## src/rtl/excess3_bcd_seq_ctrl.sv

```systemverilog
// Multi-digit Excess-3 to BCD converter that reuses one digit converter,
// stepping least-significant digit first between valid/ready handshakes.
module excess3_bcd_seq_ctrl #(
    parameter int DIGITS = 4
) (
    input  logic                  clk,
    input  logic                  rst,
    input  logic                  in_valid,
    output logic                  in_ready,
    input  logic [4*DIGITS-1:0]   in_data,
    output logic                  out_valid,
    input  logic                  out_ready,
    output logic [4*DIGITS-1:0]   out_bcd,
    output logic [DIGITS-1:0]     out_err_mask,
    output logic                  out_err
);

    localparam int IW = (DIGITS > 1) ? $clog2(DIGITS) : 1;

    typedef enum logic [1:0] {
        IDLE,
        CONV,
        DONE
    } state_t;

    state_t              state;
    state_t              state_next;
    logic [4*DIGITS-1:0] hold_word;
    logic [4*DIGITS-1:0] bcd_reg;
    logic [DIGITS-1:0]   err_reg;
    logic [IW-1:0]       idx;
    logic [3:0]          cur_code;
    logic [3:0]          cur_bcd;
    logic                cur_err;
    logic                accept;
    logic                last_digit;

    always_comb begin
        accept     = in_valid && in_ready;
        last_digit = (idx == IW'(DIGITS - 1));
    end

    always_ff @(posedge clk) begin
        if (rst) begin
            state <= IDLE;
        end else begin
            state <= state_next;
        end
    end

    always_comb begin
        state_next = state;
        case (state)
            IDLE:    if (accept) state_next = CONV;
            CONV:    if (last_digit) state_next = DONE;
            DONE:    if (out_valid && out_ready) state_next = IDLE;
            default: state_next = IDLE;
        endcase
    end

    // Gating with rst keeps a word from being taken on a reset edge.
    always_comb begin
        in_ready  = (state == IDLE) && !rst;
        out_valid = (state == DONE);
    end

    always_comb begin
        cur_code = 4'h0;
        for (int i = 0; i < DIGITS; i++) begin
            if (idx == IW'(i)) cur_code = hold_word[4*i +: 4];
        end
        cur_err = (cur_code < 4'd3) || (cur_code > 4'd12);
        cur_bcd = cur_err ? 4'h0 : (cur_code - 4'd3);
    end

    // Result registers are only written in IDLE/CONV, so DONE holds them
    // stable for as long as the consumer stalls.
    always_ff @(posedge clk) begin
        if (rst) begin
            hold_word <= '0;
            bcd_reg   <= '0;
            err_reg   <= '0;
            idx       <= '0;
        end else begin
            case (state)
                IDLE: begin
                    if (accept) begin
                        hold_word <= in_data;
                        bcd_reg   <= '0;
                        err_reg   <= '0;
                        idx       <= '0;
                    end
                end
                CONV: begin
                    for (int i = 0; i < DIGITS; i++) begin
                        if (idx == IW'(i)) begin
                            bcd_reg[4*i +: 4] <= cur_bcd;
                            err_reg[i]        <= cur_err;
                        end
                    end
                    idx <= last_digit ? '0 : idx + IW'(1);
                end
                default: ;
            endcase
        end
    end

    always_comb begin
        out_bcd      = bcd_reg;
        out_err_mask = err_reg;
        out_err      = |err_reg;
    end

endmodule

```

## config.mk

```make
export PLATFORM = sky130hd
export DESIGN_NAME = excess3_bcd_seq_ctrl
export DESIGN_NICKNAME = d
export VERILOG_FILES = /design/src/rtl/excess3_bcd_seq_ctrl.sv
export SDC_FILE = /design/constraint.sdc
export NUM_CORES = 1
export LEC_CHECK = 0
export BUFFER_PORTS_ARGS = -buffer_cell sky130_fd_sc_hd__buf_2
export CELL_PAD_IN_SITES_DETAIL_PLACEMENT = 0
export CELL_PAD_IN_SITES_GLOBAL_PLACEMENT = 2
export CORE_MARGIN = 10
export CORE_UTILIZATION = 31
export CTS_CLUSTER_DIAMETER = 50
export CTS_CLUSTER_SIZE = 28
export DETAILED_ROUTE_END_ITERATION = 7
export PLACE_DENSITY = 0.79
export SYNTH_ARGS = -nofsm -noshare
export SYNTH_HDL_FRONTEND = slang
export SYNTH_SLANG_ARGS = --single-unit
```

## constraint.sdc

```tcl
create_clock -name clk -period 3.05 [get_ports clk]
set_clock_uncertainty 0.15 [all_clocks]
set_input_delay 0.61 -clock clk [delete_from_list [all_inputs] [get_ports clk]]
set_output_delay 0.61 -clock clk [all_outputs]
set_load 0.05 [all_outputs]
```

== Word level (Yosys, flattened, before mapping) ==
Cells that the tools add are included.
Widths: inputs -> output; s select.
Storage, ports and cells
  bits in registers: 40
  bits of input ports: 20
  output and inout port bits: 23
  logic and storage cells: 66
Operators by class
  add/sub/neg operators: 2
  order comparisons: 2
  equal/unequal tests: 11
  multiplexer cells: 24
  reductions and logical operators: 16
Operators by type and width (count)
  $mux 4: 10
  $pmux 16 s2: 1
  $mux 16: 1
  $reduce_and 3->1: 5
  $mux 2: 5
  $ne 2x2->1 const B: 5
  $pmux 4 s2: 1
  $eq 2x2->1 const B: 3
  $pmux 2 s3: 1
  $eq 2x1->1 const B: 2
  $gt 4x4->1 const B: 1
  $logic_not 2->1: 2
  $lt 4x2->1 const B: 1
  $mux 1: 4
  $pmux 2 s2: 1
  $reduce_and 2->1: 2
  $reduce_or 4->1: 1
  $sub 4x2->4 const B: 1
  $logic_and 1x1->1: 3
  $add 2x1->2 const B: 1
  $ne 2x1->1 const B: 1
  $reduce_bool 2->1: 1
  $logic_not 1->1: 1
  $logic_or 1x1->1: 1

== Logic depth before layout (Yosys ltp) ==
Gate-level depths: netlist of the first run.
  word-level depth: 10
  gate-level depth with buffers: 14
  gate-level depth less buffers: 12

== Worst setup path after synthesis of the first run ==
No wires, ideal clock.
  path kind: in2out
  from: input rst
  to: output in_ready
  arrival: 2257 ps
  required time: 2290 ps
  path slack: 33 ps
  stages: 4
  buffers on the path: 3
  cells stage by stage: clkbuf_1 clkbuf_1 clkbuf_1 nor3_1
On the way
  longest elaborated chain between the ends: 2
RTL lines
  start, declared: RTL line 7  | input logic rst,
  $logic_not 1->1: RTL line 63  | in_ready = (state == IDLE) && !rst;
  $logic_and 1x1->1: RTL line 63
  end, declared: RTL line 9  | output logic in_ready,
No other way between the ends.

== Worst setup path after layout of the first run ==
  from: register idx[1]
  to: register bcd_reg[9], in the netlist out_bcd[9]
On the way
  longest elaborated chain between the ends: 10
  elaborated cells on any way between the ends: 17
  those cells by class: add/sub: 1; order compare: 2; eq/ne: 4; mux: 7; reduce/logical: 3
RTL lines
  start, declared: RTL line 31  | logic [IW-1:0] idx;
  start signal, assigned: RTL line 101  | idx <= last_digit ? '0 : idx + IW'(1);
  $logic_not 2->1: RTL line 70  | if (idx == IW'(i)) cur_code = hold_word[4*i +: 4];
  $mux 4 (4 in a row): RTL line 70
  $lt 4x2->1 or $gt 4x4->1 (tied branches): RTL line 72  | cur_err = (cur_code < 4'd3) || (cur_code > 4'd12);
  $logic_or 1x1->1: RTL line 72
  $mux 4: RTL line 73  | cur_bcd = cur_err ? 4'h0 : (cur_code - 4'd3);
  $mux 4: RTL line 96  | if (idx == IW'(i)) begin
  $pmux 16 s2: RTL line 85  | case (state)
  end signal, assigned by index: RTL line 97  | bcd_reg[4*i +: 4] <= cur_bcd;
  end, declared: RTL line 29  | logic [4*DIGITS-1:0] bcd_reg;
Several ways; a longest one is shown, not always the timed one. The select of a mux whose other input is x is not followed.
A chain may end at the register's enable or synchronous reset.

==> impl_summary.txt, run 1 <==
----------------------------------------------------
[Status]
  Outcome ... finished, final reports clean

[Timing]
  Maximum operating frequency ... 0.354 GHz
  Final clock period utilization by the worst path ... 0.925
  Max-slew violation count ... 0
  Relative slew slack ... 0.366
  Worst hold margin ... 0.301 ns
  Hold violation count in the final report ... 0
  Setup TNS ... 0 ns
  Setup repair after global routing missed its margin ... false
  Final setup vio count ... 0
  Worst slew pin tran ... 0.946 ns
  Minimum clock period ... 2.82 ns

[Routing]
  Drt first-iter violations ... 96
  Detailed-route DRC error count ... 0
  Number of nets still failing antenna checks after routing ... 0
  Via count normalized by instance count ... 4.95
  Wirelength, routed ... 5.32 mm
  Pre-antenna DRT Iters ... 4
  Routed len/inst ... 15.0 um
  Via count of the routed design ... 1754

[Min path]
  Hold Crit Class ... flip-flop to flip-flop
  Worst Hold Path Cells ... 2

[Floorplan]
  Floorplan Core Area ... 0.00628 mm2
  Die extent in x ... 100 um
  Area of the die ... 0.0100 mm2
  I/O pin count ... 43
  Core Rows ... 29
  Starting utilization of the core area ... 0.317
  Vertical die dimension ... 100 um

[Yosys]
  Yosys top cell area share ... 0.403
  Gate count of the mapped netlist ... 235
  Post-synthesis sequential element count ... 40
  Yosys synthesis warning count ... 0
  Sequential fraction of the synthesis area ... 0.403
  Synthesized net count ... 261
  Syn avg cell area ... 8.46 um2
  Mapped Area ... 0.00199 mm2
  Number of enable-type register cells in the synthesized netlist ... 0
  Synth area leader ... sky130_fd_sc_hd__dfxtp_1
  Cell types with the largest area share after synthesis ... sky130_fd_sc_hd__dfxtp_1, sky130_fd_sc_hd__nand2_1, sky130_fd_sc_hd__nand3b_1
  Fraction of registers with async set or reset after synthesis ... 0
  Distinct cells, synth ... 40
  Most used DFF post-synth ... sky130_fd_sc_hd__dfxtp_1

[Flow run]
  Max-capacitance violation count ... 0

[Cells and area]
  Post-route cell area ... 0.00238 mm2
  Post-route insts no fill ... 354
  Filler cell count ... 686
  Area added between synthesis and finish ... 19.8%
  Highest-count cells in the layout ignoring fill and taps ... sky130_fd_sc_hd__nand2_1, sky130_fd_sc_hd__buf_2, sky130_fd_sc_hd__dfxtp_1
  Most frequent standard cell in the layout excluding fill and tap cells ... sky130_fd_sc_hd__nand2_1
  Final net count ... 302
  Antenna Cells ... 0
  Ratio of cells with drive above 1 in the final layout ... 0.238

[Power]
  Share of power burned in the clock network ... 0.365
  Sequential cell fraction of total power ... 0.474
  Leakage dissipation ... 1.06 nW
  Psw ... 0.330 mW
  Combinational group share of total power ... 0.161
  Power per standard cell area ... 498 mW/mm2
  Internal power ... 0.857 mW
  Sw Ratio ... 0.278
  Worst IR Drop VDD ... 0.239 mV

[Placement]
  Port Buffers ... 42
  Post-detail-place hpwl ... 3.96 mm
  Instance area after placement ... 0.00227 mm2
  Post-Place Cells ... 346
  Routability congestion estimate from global placement ... 0.775

[Setup path]
  Worst setup path class ... flip-flop to flip-flop
  WP data arrival ... 2.85 ns
  Logic depth of the worst register-to-register path ... 13
  Capturing element type of the critical path ... flip-flop
  Required time at the endpoint of the critical path ... 3.08 ns
  Type of element launching the critical path ... flip-flop
  Largest driver fanout on the critical path ... 9

[Global route]
  Initial antenna violation count ... 0
  Residual overflow from global routing ... 0
  Global-route wire length before repair ... 8.71 mm
  Global-route usage over all layers ... 0.106
  Via count of the first global-routing pass ... 1807
  Largest net degree at the start of global routing ... 32

[Clock network]
  Clock root buffer master ... sky130_fd_sc_hd__clkbuf_8
  Worst-skew pair later-pin latency ... 0.29 ns
  Maximum number of buffers from clock root to sink ... 2
  CTS Sinks ... 40
  Clock-pin slew on the worst setup and hold paths ... 0.08 ns
  CTS Buf Count ... 5
  CTS H-tree depth ... 2
  TritonCTS clock tree ... built

----------------------------------------------------
[metrics by stage]
stage                     setup WS [ns]  utilization  total power [mW]
final                             0.227        0.379              1.19
after floorplan                  0.0331            -             0.709
after detailed placement          0.163        0.362             0.767
after CTS                         0.140        0.379              1.20
after global routing            0.00199        0.379              1.24
after global placement            0.251        0.362             0.767
[worst max-delay path, cell delays in order, from the launching register on]
cell	delay, ns
sky130_fd_sc_hd__dfxtp_1	0.39
sky130_fd_sc_hd__inv_1	0.08
sky130_fd_sc_hd__ha_1	0.25
sky130_fd_sc_hd__nand3b_1	0.18
sky130_fd_sc_hd__a21oi_1	0.14
sky130_fd_sc_hd__a21oi_1	0.06
sky130_fd_sc_hd__o21ai_1	0.20
sky130_fd_sc_hd__inv_1	0.07
sky130_fd_sc_hd__ha_1	0.19
sky130_fd_sc_hd__a2111o_1	0.40
sky130_fd_sc_hd__nor2_1	0.20
sky130_fd_sc_hd__or2_1	0.13
sky130_fd_sc_hd__buf_4	0.17
sky130_fd_sc_hd__o32ai_1	0.09
[state kept, by name, summed over array words and instances (netlist names)]
register	flops
state	2
out_err_mask	4
hold_word	16
idx	2
out_bcd	16
[cell usage after synthesis, types with 5 or more instances]
| cell type | instances |
|---|---|
| sky130_fd_sc_hd__nor2_1 | 8 |
| sky130_fd_sc_hd__a21oi_1 | 13 |
| sky130_fd_sc_hd__inv_1 | 11 |
| sky130_fd_sc_hd__dfxtp_1 | 40 |
| sky130_fd_sc_hd__clkbuf_1 | 10 |
| sky130_fd_sc_hd__nand2b_1 | 5 |
| sky130_fd_sc_hd__nand3_1 | 9 |
| sky130_fd_sc_hd__nand2_1 | 49 |
| sky130_fd_sc_hd__ha_1 | 6 |
| sky130_fd_sc_hd__o32ai_1 | 6 |
| sky130_fd_sc_hd__nand3b_1 | 18 |
[cells by family after synthesis]
| kind of cell | after synthesis | share of synthesized area |
|---|---|---|
| AOI/OAI and AO/OA | 51 | 0.201 |
| and+or+nand+nor | 111 | 0.294 |
| DFF | 40 | 0.403 |
| buffers and inverters | 27 | 0.0642 |
| adders and majority gates | 6 | 0.0378 |
[repair_timing]
| item | CTS | global route |
|---|---|---|
| buffers inserted | 0 | 0 |
| endpoints found under the setup margin | 0 | 13 |
| resized for setup | 0 | 1 |
| hold endpoints to repair | 0 | 0 |
| hold buffers | 0 | 0 |
[power by group through the flow]
stage | sequential, mW | clock [mW] | combinational [mW]
2_1_floorplan | 0.583 | 0 | 0.126
3_3_place_gp | 0.574 | 0 | 0.192
3_5_place_dp | 0.574 | 0 | 0.193
4_1_cts | 0.562 | 0.440 | 0.194
5_1_grt | 0.565 | 0.464 | 0.214
6_report | 0.562 | 0.433 | 0.191
[cell type report]
cell class,count,area [um2],area share
clock buffers,6,72.6,0.0305
clock inverters,2,35.0,0.0147
inverters,11,41.3,0.0173
multi-input cells,168,1060,0.447
flip-flops and latches,40,801,0.336
well taps,77,96.3,0.0405
repair buffers,50,270,0.114
[final timing paths]
path          startpoint     endpoint  slack [ns]
min          out_bcd[13]  out_bcd[13]        0.30
min reg2reg  out_bcd[13]  out_bcd[13]        0.30
max               idx[1]   out_bcd[9]        0.23
max reg2reg       idx[1]   out_bcd[9]        0.23
[per-layer routing]
layer	GRT usage	wire, um	up-vias	part of all wire
met2	0.161	2430	30	0.46
li1	-	-	911	-
met5	0	0	-	0
met4	0.0413	81	0	0.015
met3	0.0282	177	5	0.033
met1	0.139	2620	808	0.49
No activity file was read; power rests on OpenSTA's default activity.
==> inputs of run 2 (changes only) <==
--- a/config.mk
+++ b/config.mk
@@ -6,6 +6,7 @@
 export NUM_CORES = 1
 export LEC_CHECK = 0
 export BUFFER_PORTS_ARGS = -buffer_cell sky130_fd_sc_hd__buf_2
+export CAP_MARGIN = 20
 export CELL_PAD_IN_SITES_DETAIL_PLACEMENT = 0
 export CELL_PAD_IN_SITES_GLOBAL_PLACEMENT = 2
 export CORE_MARGIN = 10
==> constraint.sdc (replaced) <==
create_clock -name clk -period 2.77 [get_ports clk]
set_clock_uncertainty 0.15 [all_clocks]
set_input_delay 0.554 -clock clk [delete_from_list [all_inputs] [get_ports clk]]
set_output_delay 0.554 -clock clk [all_outputs]
set_load 0.05 [all_outputs]
==> run 2 against run 1 <==
Effect of this change: critical path depth down 1; die area unchanged; utilization up 2.2 points; combinational power up 26%; non-clock buffer count up 7; setup slack worse by 0.034 ns; sequential share of layout area down 1.8 points; sequential power up 10%; flip-flop and latch count unchanged; clock-buffer cell count up 1; cell area up 5.7%; power up 16%.
==> impl_summary.txt, run 2 (same netlist as run 1, synthesis figures left out) <==
----------------------------------------------------
[Status]
  Outcome ... finished, final reports clean (unchanged)

[Routing]
  Pre-antenna DRT Iters ... 4 (unchanged)
  Via count of the routed design ... 1804 (was 1754)
  Wirelength, routed ... 5.27 mm (was 5.32 mm)
  Drt first-iter violations ... 64 (was 96)
  Via count normalized by instance count ... 5.00 (was 4.95)
  Routed len/inst ... 14.6 um (was 15.0 um)
  Detailed-route DRC error count ... 0 (unchanged)
  Number of nets still failing antenna checks after routing ... 0 (unchanged)

[Timing]
  Setup repair after global routing missed its margin ... true (was false)
  Minimum clock period ... 2.58 ns (was 2.82 ns)
  Worst slew pin tran ... 0.712 ns (was 0.946 ns)
  Crit path setup slack, layout ... 0.193 ns (was 0.227 ns)
  Relative slew slack ... 0.525 (was 0.366)
  Maximum operating frequency ... 0.388 GHz (was 0.354 GHz)
  Final clock period utilization by the worst path ... 0.930 (was 0.925)
  Max-slew violation count ... 0 (unchanged)
  Final setup vio count ... 0 (unchanged)
  Hold violation count in the final report ... 0 (unchanged)

[Global route]
  Initial antenna violation count ... 0 (unchanged)
  Largest net degree at the start of global routing ... 31 (was 32)
  Residual overflow from global routing ... 0 (unchanged)
  Via count of the first global-routing pass ... 1793 (was 1807)
  Global-route usage over all layers ... 0.105 (was 0.106)
  Global-route wire length before repair ... 8.73 mm (was 8.71 mm)

[Placement]
  Port Buffers ... 42 (unchanged)
  Dpl ws ... -0.0932 ns (was 0.163 ns)
  Routability congestion estimate from global placement ... 0.828 (was 0.775)
  Post-detail-place hpwl ... 3.94 mm (was 3.96 mm)
  Post-Place Cells ... 350 (was 346)
  Instance area after placement ... 0.00232 mm2 (was 0.00227 mm2)

[Floorplan]
  Floorplan Core Area ... 0.00628 mm2 (unchanged)
  I/O pin count ... 43 (unchanged)
  Area of the die ... 0.0100 mm2 (unchanged)
  Die extent in x ... 100 um (unchanged)
  Starting utilization of the core area ... 0.317 (unchanged)
  Vertical die dimension ... 100 um (unchanged)
  Core Rows ... 29 (unchanged)

[Power]
  Power per standard cell area ... 547 mW/mm2 (was 498 mW/mm2)
  Worst IR Drop VDD ... 0.274 mV (was 0.239 mV)
  Leakage dissipation ... 1.12 nW (was 1.06 nW)

[Clock network]
  Worst-skew pair later-pin latency ... 0.29 ns (about the same)
  CTS Sinks ... 40 (unchanged)
  CTS H-tree depth ... 2 (unchanged)
  Clock root buffer master ... sky130_fd_sc_hd__clkbuf_8 (unchanged)
  Clock-pin slew on the worst setup and hold paths ... 0.08 ns (about the same)
  TritonCTS clock tree ... built (unchanged)
  CTS Buf Count ... 5 (unchanged)
  Maximum number of buffers from clock root to sink ... 2 (unchanged)

[Setup path]
  Capturing element type of the critical path ... flip-flop (unchanged)
  Type of element launching the critical path ... flip-flop (unchanged)
  Worst setup path class ... flip-flop to flip-flop (unchanged)
  Required time at the endpoint of the critical path ... 2.79 ns (was 3.08 ns)
  Flop2flop setup slack ... 0.19 ns (was 0.23 ns)
  WP data arrival ... 2.59 ns (was 2.85 ns)
  Largest driver fanout on the critical path ... 5 (was 9)

[Min path]
  Hold Crit Class ... input pin to flip-flop (was flip-flop to flip-flop)

[Cells and area]
  Post-route cell area ... 0.00252 mm2 (was 0.00238 mm2)
  Area added between synthesis and finish ... 26.6% (was 19.8%)
  Highest-count cells in the layout ignoring fill and taps ... sky130_fd_sc_hd__nand2_1, sky130_fd_sc_hd__buf_2, sky130_fd_sc_hd__dfxtp_1 (unchanged)
  Filler cell count ... 657 (was 686)
  Post-route insts no fill ... 361 (was 354)
  Ratio of cells with drive above 1 in the final layout ... 0.289 (was 0.238)
  Antenna Cells ... 0 (unchanged)
  Final net count ... 309 (was 302)
  Post-Route Utilization ... 0.401 (was 0.379)
  Most frequent standard cell in the layout excluding fill and tap cells ... sky130_fd_sc_hd__nand2_1 (unchanged)

[Flow run]
  Max-capacitance violation count ... 0 (unchanged)

----------------------------------------------------
## run 2: worst paths after layout
kind | start | cells past startpoint | endpoint
min reg2reg | out_bcd[13] | 2 | out_bcd[13]
min | in_data[10] | 3 | hold_word[10]
max reg2reg | idx[0] | 12 | out_bcd[11]
max | idx[0] | 12 | out_bcd[11]
## run 2: metrics by stage
step                      total power [mW]  hold WS, ns  setup TNS, ns
final                                 1.38        0.297              0
after global routing                  1.44        0.296        -0.0262
after CTS                             1.38        0.288              0
after detailed placement             0.858        0.297         -0.350
after global placement               0.857        0.286              0
after floorplan                      0.781        0.300              0
## run 2: per-layer routing
| layer | global-route usage | routed length, um |
|---|---|---|
| met5 | 0 | 0 |
| met4 | 0.0337 | 68 |
| met3 | 0.0302 | 248 |
| met2 | 0.170 | 2460 |
| met1 | 0.130 | 2490 |
## run 2: area by class of cell
| cell class | count | area (um2) | area share |
|---|---|---|---|
| clock buffer | 7 | 96.3 | 0.0383 |
| clock inverter | 1 | 30.0 | 0.0119 |
| inverter | 11 | 41.3 | 0.0164 |
| multi-input combinational | 168 | 1110 | 0.442 |
| sequential | 40 | 802 | 0.319 |
| tap | 77 | 96.3 | 0.0383 |
| timing repair buffer | 57 | 339 | 0.135 |
## run 2: what timing repair did
| action | CTS | global route |
|---|---|---|
| resized for setup | 1 | 11 |
| endpoints found under the hold margin | 0 | 0 |
| endpoints found under the setup margin | 4 | 20 |
| pin swaps | 0 | 4 |
| setup buffers | 0 | 2 |
| hold buffers | 0 | 0 |
## run 2: power breakdown
part	switching (mW)	internal [mW]	leakage [nW]
combinational	0.144	0.0958	0.726
sequential	0.0195	0.600	0.326
clock	0.200	0.318	0.0645
total	0.364	1.01	1.12
## run 2: worst max-delay path, cell delays in order (launching register included)
cell,delay [ns]
sky130_fd_sc_hd__dfxtp_2,0.37
sky130_fd_sc_hd__inv_1,0.07
sky130_fd_sc_hd__ha_2,0.22
sky130_fd_sc_hd__buf_4,0.15
sky130_fd_sc_hd__a21oi_1,0.10
sky130_fd_sc_hd__o21ai_0,0.09
sky130_fd_sc_hd__a22oi_1,0.24
sky130_fd_sc_hd__inv_1,0.11
sky130_fd_sc_hd__ha_1,0.24
sky130_fd_sc_hd__inv_1,0.17
sky130_fd_sc_hd__a2111oi_4,0.10
sky130_fd_sc_hd__o311ai_0,0.34
sky130_fd_sc_hd__a21oi_1,0.11
==> inputs of run 3 (changes only) <==
==> constraint.sdc (replaced) <==
create_clock -name clk -period 2.77 [get_ports clk]
set_clock_uncertainty 0.15 [all_clocks]
set_input_delay 0.831 -clock clk [delete_from_list [all_inputs] [get_ports clk]]
set_output_delay 0.831 -clock clk [all_outputs]
set_load 0.05 [all_outputs]
==> run 3 against run 2 <==
Effect of this change: cell area is 0.25% higher; global-route usage hardly changed; clock-buffer cell count is 2 lower.
==> impl_summary.txt, run 3 (same netlist as run 1, synthesis figures left out) <==
----------------------------------------------------
[Clock network]
  Clock root buffer master ... sky130_fd_sc_hd__clkbuf_8 (unchanged)
  Maximum number of buffers from clock root to sink ... 2 (unchanged)
  CTS Sinks ... 40 (unchanged)
  CTS H-tree depth ... 2 (unchanged)
  TritonCTS clock tree ... built (unchanged)
  Worst-skew pair later-pin latency ... 0.29 ns (about the same)
  CTS Buf Count ... 5 (unchanged)
  Clock-pin slew on the worst setup and hold paths ... 0.08 ns (about the same)

[Placement]
  Post-Place Cells ... 351 (was 350)
  Port Buffers ... 42 (unchanged)
  Post-detail-place hpwl ... 3.87 mm (was 3.94 mm)
  Dpl ws ... -0.152 ns (was -0.0932 ns)
  Routability congestion estimate from global placement ... 0.813 (was 0.828)

[Cells and area]
  Most frequent standard cell in the layout excluding fill and tap cells ... sky130_fd_sc_hd__nand2_1 (unchanged)
  Highest-count cells in the layout ignoring fill and taps ... sky130_fd_sc_hd__nand2_1, sky130_fd_sc_hd__buf_2, sky130_fd_sc_hd__dfxtp_1 (unchanged)
  Antenna Cells ... 0 (unchanged)
  Filler cell count ... 676 (was 657)
  Area added between synthesis and finish ... 26.9% (was 26.6%)
  Ratio of cells with drive above 1 in the final layout ... 0.295 (was 0.289)
  Final net count ... 310 (was 309)
  Post-route insts no fill ... 362 (was 361)

[Floorplan]
  Starting utilization of the core area ... 0.317 (unchanged)
  Area of the die ... 0.0100 mm2 (unchanged)
  Die extent in x ... 100 um (unchanged)
  Vertical die dimension ... 100 um (unchanged)
  Floorplan Core Area ... 0.00628 mm2 (unchanged)
  Core Rows ... 29 (unchanged)
  I/O pin count ... 43 (unchanged)

[Power]
  Leakage dissipation ... 1.11 nW (was 1.12 nW)
  Share of power burned in the clock network ... 0.358 (was 0.376)
  Sw Ratio ... 0.281 (was 0.264)
  Psw ... 0.376 mW (was 0.364 mW)
  Sequential cell fraction of total power ... 0.463 (was 0.450)
  Worst IR Drop VDD ... 0.195 mV (was 0.274 mV)
  Internal power ... 0.962 mW (was 1.01 mW)
  Combinational group share of total power ... 0.179 (was 0.174)
  Power per standard cell area ... 531 mW/mm2 (was 547 mW/mm2)
  Total Power ... 1.34 mW (was 1.38 mW)

[Setup path]
  Largest driver fanout on the critical path ... 5 (unchanged)
  Cells along the critical path ... inv_1 > ha_2 > buf_4 > nand2_1 > o21ai_0 > a22oi_2 > inv_1 > ha_1 > inv_1 > a2111oi_4 > o311ai_1 > a21oi_1 (was inv_1 > ha_2 > buf_4 > a21oi_1 > o21ai_0 > a22oi_1 > inv_1 > ha_1 > inv_1 > a2111oi_4 > o311ai_0 > a21oi_1)
  Worst R2R Start ... idx[0] (unchanged)
  Most frequent cell on the critical path ... sky130_fd_sc_hd__inv_1 (unchanged)
  Capturing element type of the critical path ... flip-flop (unchanged)
  CP bufs+invs ... 4 (unchanged)
  Worst setup path class ... flip-flop to flip-flop (unchanged)
  Logic depth of the worst register-to-register path ... 12 (unchanged)
  Required time at the endpoint of the critical path ... 2.85 ns (was 2.79 ns)
  Flop2flop setup slack ... 0.14 ns (was 0.19 ns)
  Stages on the worst setup path ... 12 (unchanged)
  WP data arrival ... 2.71 ns (was 2.59 ns)
  Cell family with the largest share of critical-path delay ... compound AO/OA/AOI/OAI gates (unchanged)
  Type of element launching the critical path ... flip-flop (unchanged)
  Slowest CP cell ... sky130_fd_sc_hd__a2111oi_4 (was sky130_fd_sc_hd__dfxtp_2)
  R2R Path End ... out_bcd[7] (was out_bcd[11])
  Delay of the slowest cell on the worst path ... 0.45 ns (was 0.37 ns)

[Timing]
  Maximum operating frequency ... 0.381 GHz (was 0.388 GHz)
  Hold violation count in the final report ... 0 (unchanged)
  Setup TNS ... 0 ns (unchanged)
  Final clock period utilization by the worst path ... 0.948 (was 0.930)
  Minimum clock period ... 2.63 ns (was 2.58 ns)
  Crit path setup slack, layout ... 0.144 ns (was 0.193 ns)
  Max-slew violation count ... 0 (unchanged)
  Final setup vio count ... 0 (unchanged)
  Relative slew slack ... 0.595 (was 0.525)
  Worst slew pin tran ... 0.607 ns (was 0.712 ns)

[Global route]
  Global-route usage over all layers ... 0.105 (about the same)
  Via count of the first global-routing pass ... 1777 (was 1793)
  Residual overflow from global routing ... 0 (unchanged)
  Largest net degree at the start of global routing ... 44 (was 31)
  Initial antenna violation count ... 0 (unchanged)
  Global-route wire length before repair ... 8.72 mm (was 8.73 mm)

[Routing]
  Via count normalized by instance count ... 4.93 (was 5.00)
  Detailed-route DRC error count ... 0 (unchanged)
  Wirelength, routed ... 5.29 mm (was 5.27 mm)
  Routed len/inst ... 14.6 um (about the same)
  Via count of the routed design ... 1785 (was 1804)
  Number of nets still failing antenna checks after routing ... 0 (unchanged)
  Drt first-iter violations ... 81 (was 64)
  Pre-antenna DRT Iters ... 5 (was 4)

[Min path]
  Worst Hold Path Cells ... 2 (was 3)
  Hold Crit Class ... flip-flop to flip-flop (was input pin to flip-flop)
  Hold worst-path end ... out_bcd[13] (was hold_word[10])
  Startpoint of the most critical hold path ... out_bcd[13] (was in_data[10])

[Flow run]
  Max-capacitance violation count ... 0 (unchanged)

[Status]
  Outcome ... finished, final reports clean (unchanged)

----------------------------------------------------
## run 3: layout make-up
| type | instances | area [um2] | area share |
|---|---|---|---|
| tap | 77 | 96.3 | 0.0382 |
| clock inverter | 3 | 42.5 | 0.0169 |
| clock buffer | 5 | 68.8 | 0.0273 |
| inverter | 11 | 41.3 | 0.0164 |
| multi-input combinational | 168 | 1120 | 0.446 |
| sequential | 40 | 802 | 0.318 |
| timing repair buffer | 58 | 347 | 0.137 |
## run 3: worst max-delay path by stage
stage / startpoint / endpoint / slack (ns)
after floorplan: rst / in_ready / 0.02
after global placement: idx[1] / out_bcd[10] / 0.02
after detailed placement: idx[1] / out_bcd[6] / -0.15
after CTS: idx[1] / out_bcd[3] / 0.01
after global routing: idx[1] / out_bcd[3] / -0.06
final: idx[0] / out_bcd[7] / 0.14
## run 3: worst reg2reg max path, delay by kind of cell (launching register included)
| family | cells | cell delay [ns] |
|---|---|---|
| flops | 1 | 0.36 |
| fa+ha+maj | 2 | 0.42 |
| buf+inv | 4 | 0.46 |
| simple gates | 1 | 0.06 |
| compound gates | 5 | 1.12 |
## run 3: through the flow
stage | area (um2) | util | hold WS (ns)
2_1_floorplan | 2010 | - | 0.300
3_3_place_gp | 2330 | 0.372 | 0.292
3_5_place_dp | 2330 | 0.372 | 0.294
4_1_cts | 2460 | 0.392 | 0.307
5_1_grt | 2520 | 0.402 | 0.342
6_report | 2520 | 0.402 | 0.303
## run 3: power by group through the flow
| stage | Clock, mW | Sequential, mW | Combinational, mW |
|---|---|---|---|
| finish | 0.479 | 0.620 | 0.240 |
| global route | 0.514 | 0.623 | 0.266 |
| CTS | 0.494 | 0.620 | 0.232 |
| detailed placement | 0 | 0.633 | 0.227 |
| global placement | 0 | 0.633 | 0.225 |
| floorplan | 0 | 0.643 | 0.142 |
## run 3: per-layer routing
metal | track usage | wire length [um] | vias to the layer above
met5 | 0 | 0 | -
met2 | 0.165 | 2490 | 31
met1 | 0.135 | 2520 | 825
li1 | - | - | 926
met3 | 0.0302 | 250 | 3
met4 | 0.0326 | 27 | 0
## run 3: repair_timing
action	CTS	global route
endpoints found under the setup margin	4	20
pin swaps	0	2
resized for setup	2	12
hold buffers	0	0
endpoints found under the hold margin	0	0
setup buffers	0	2
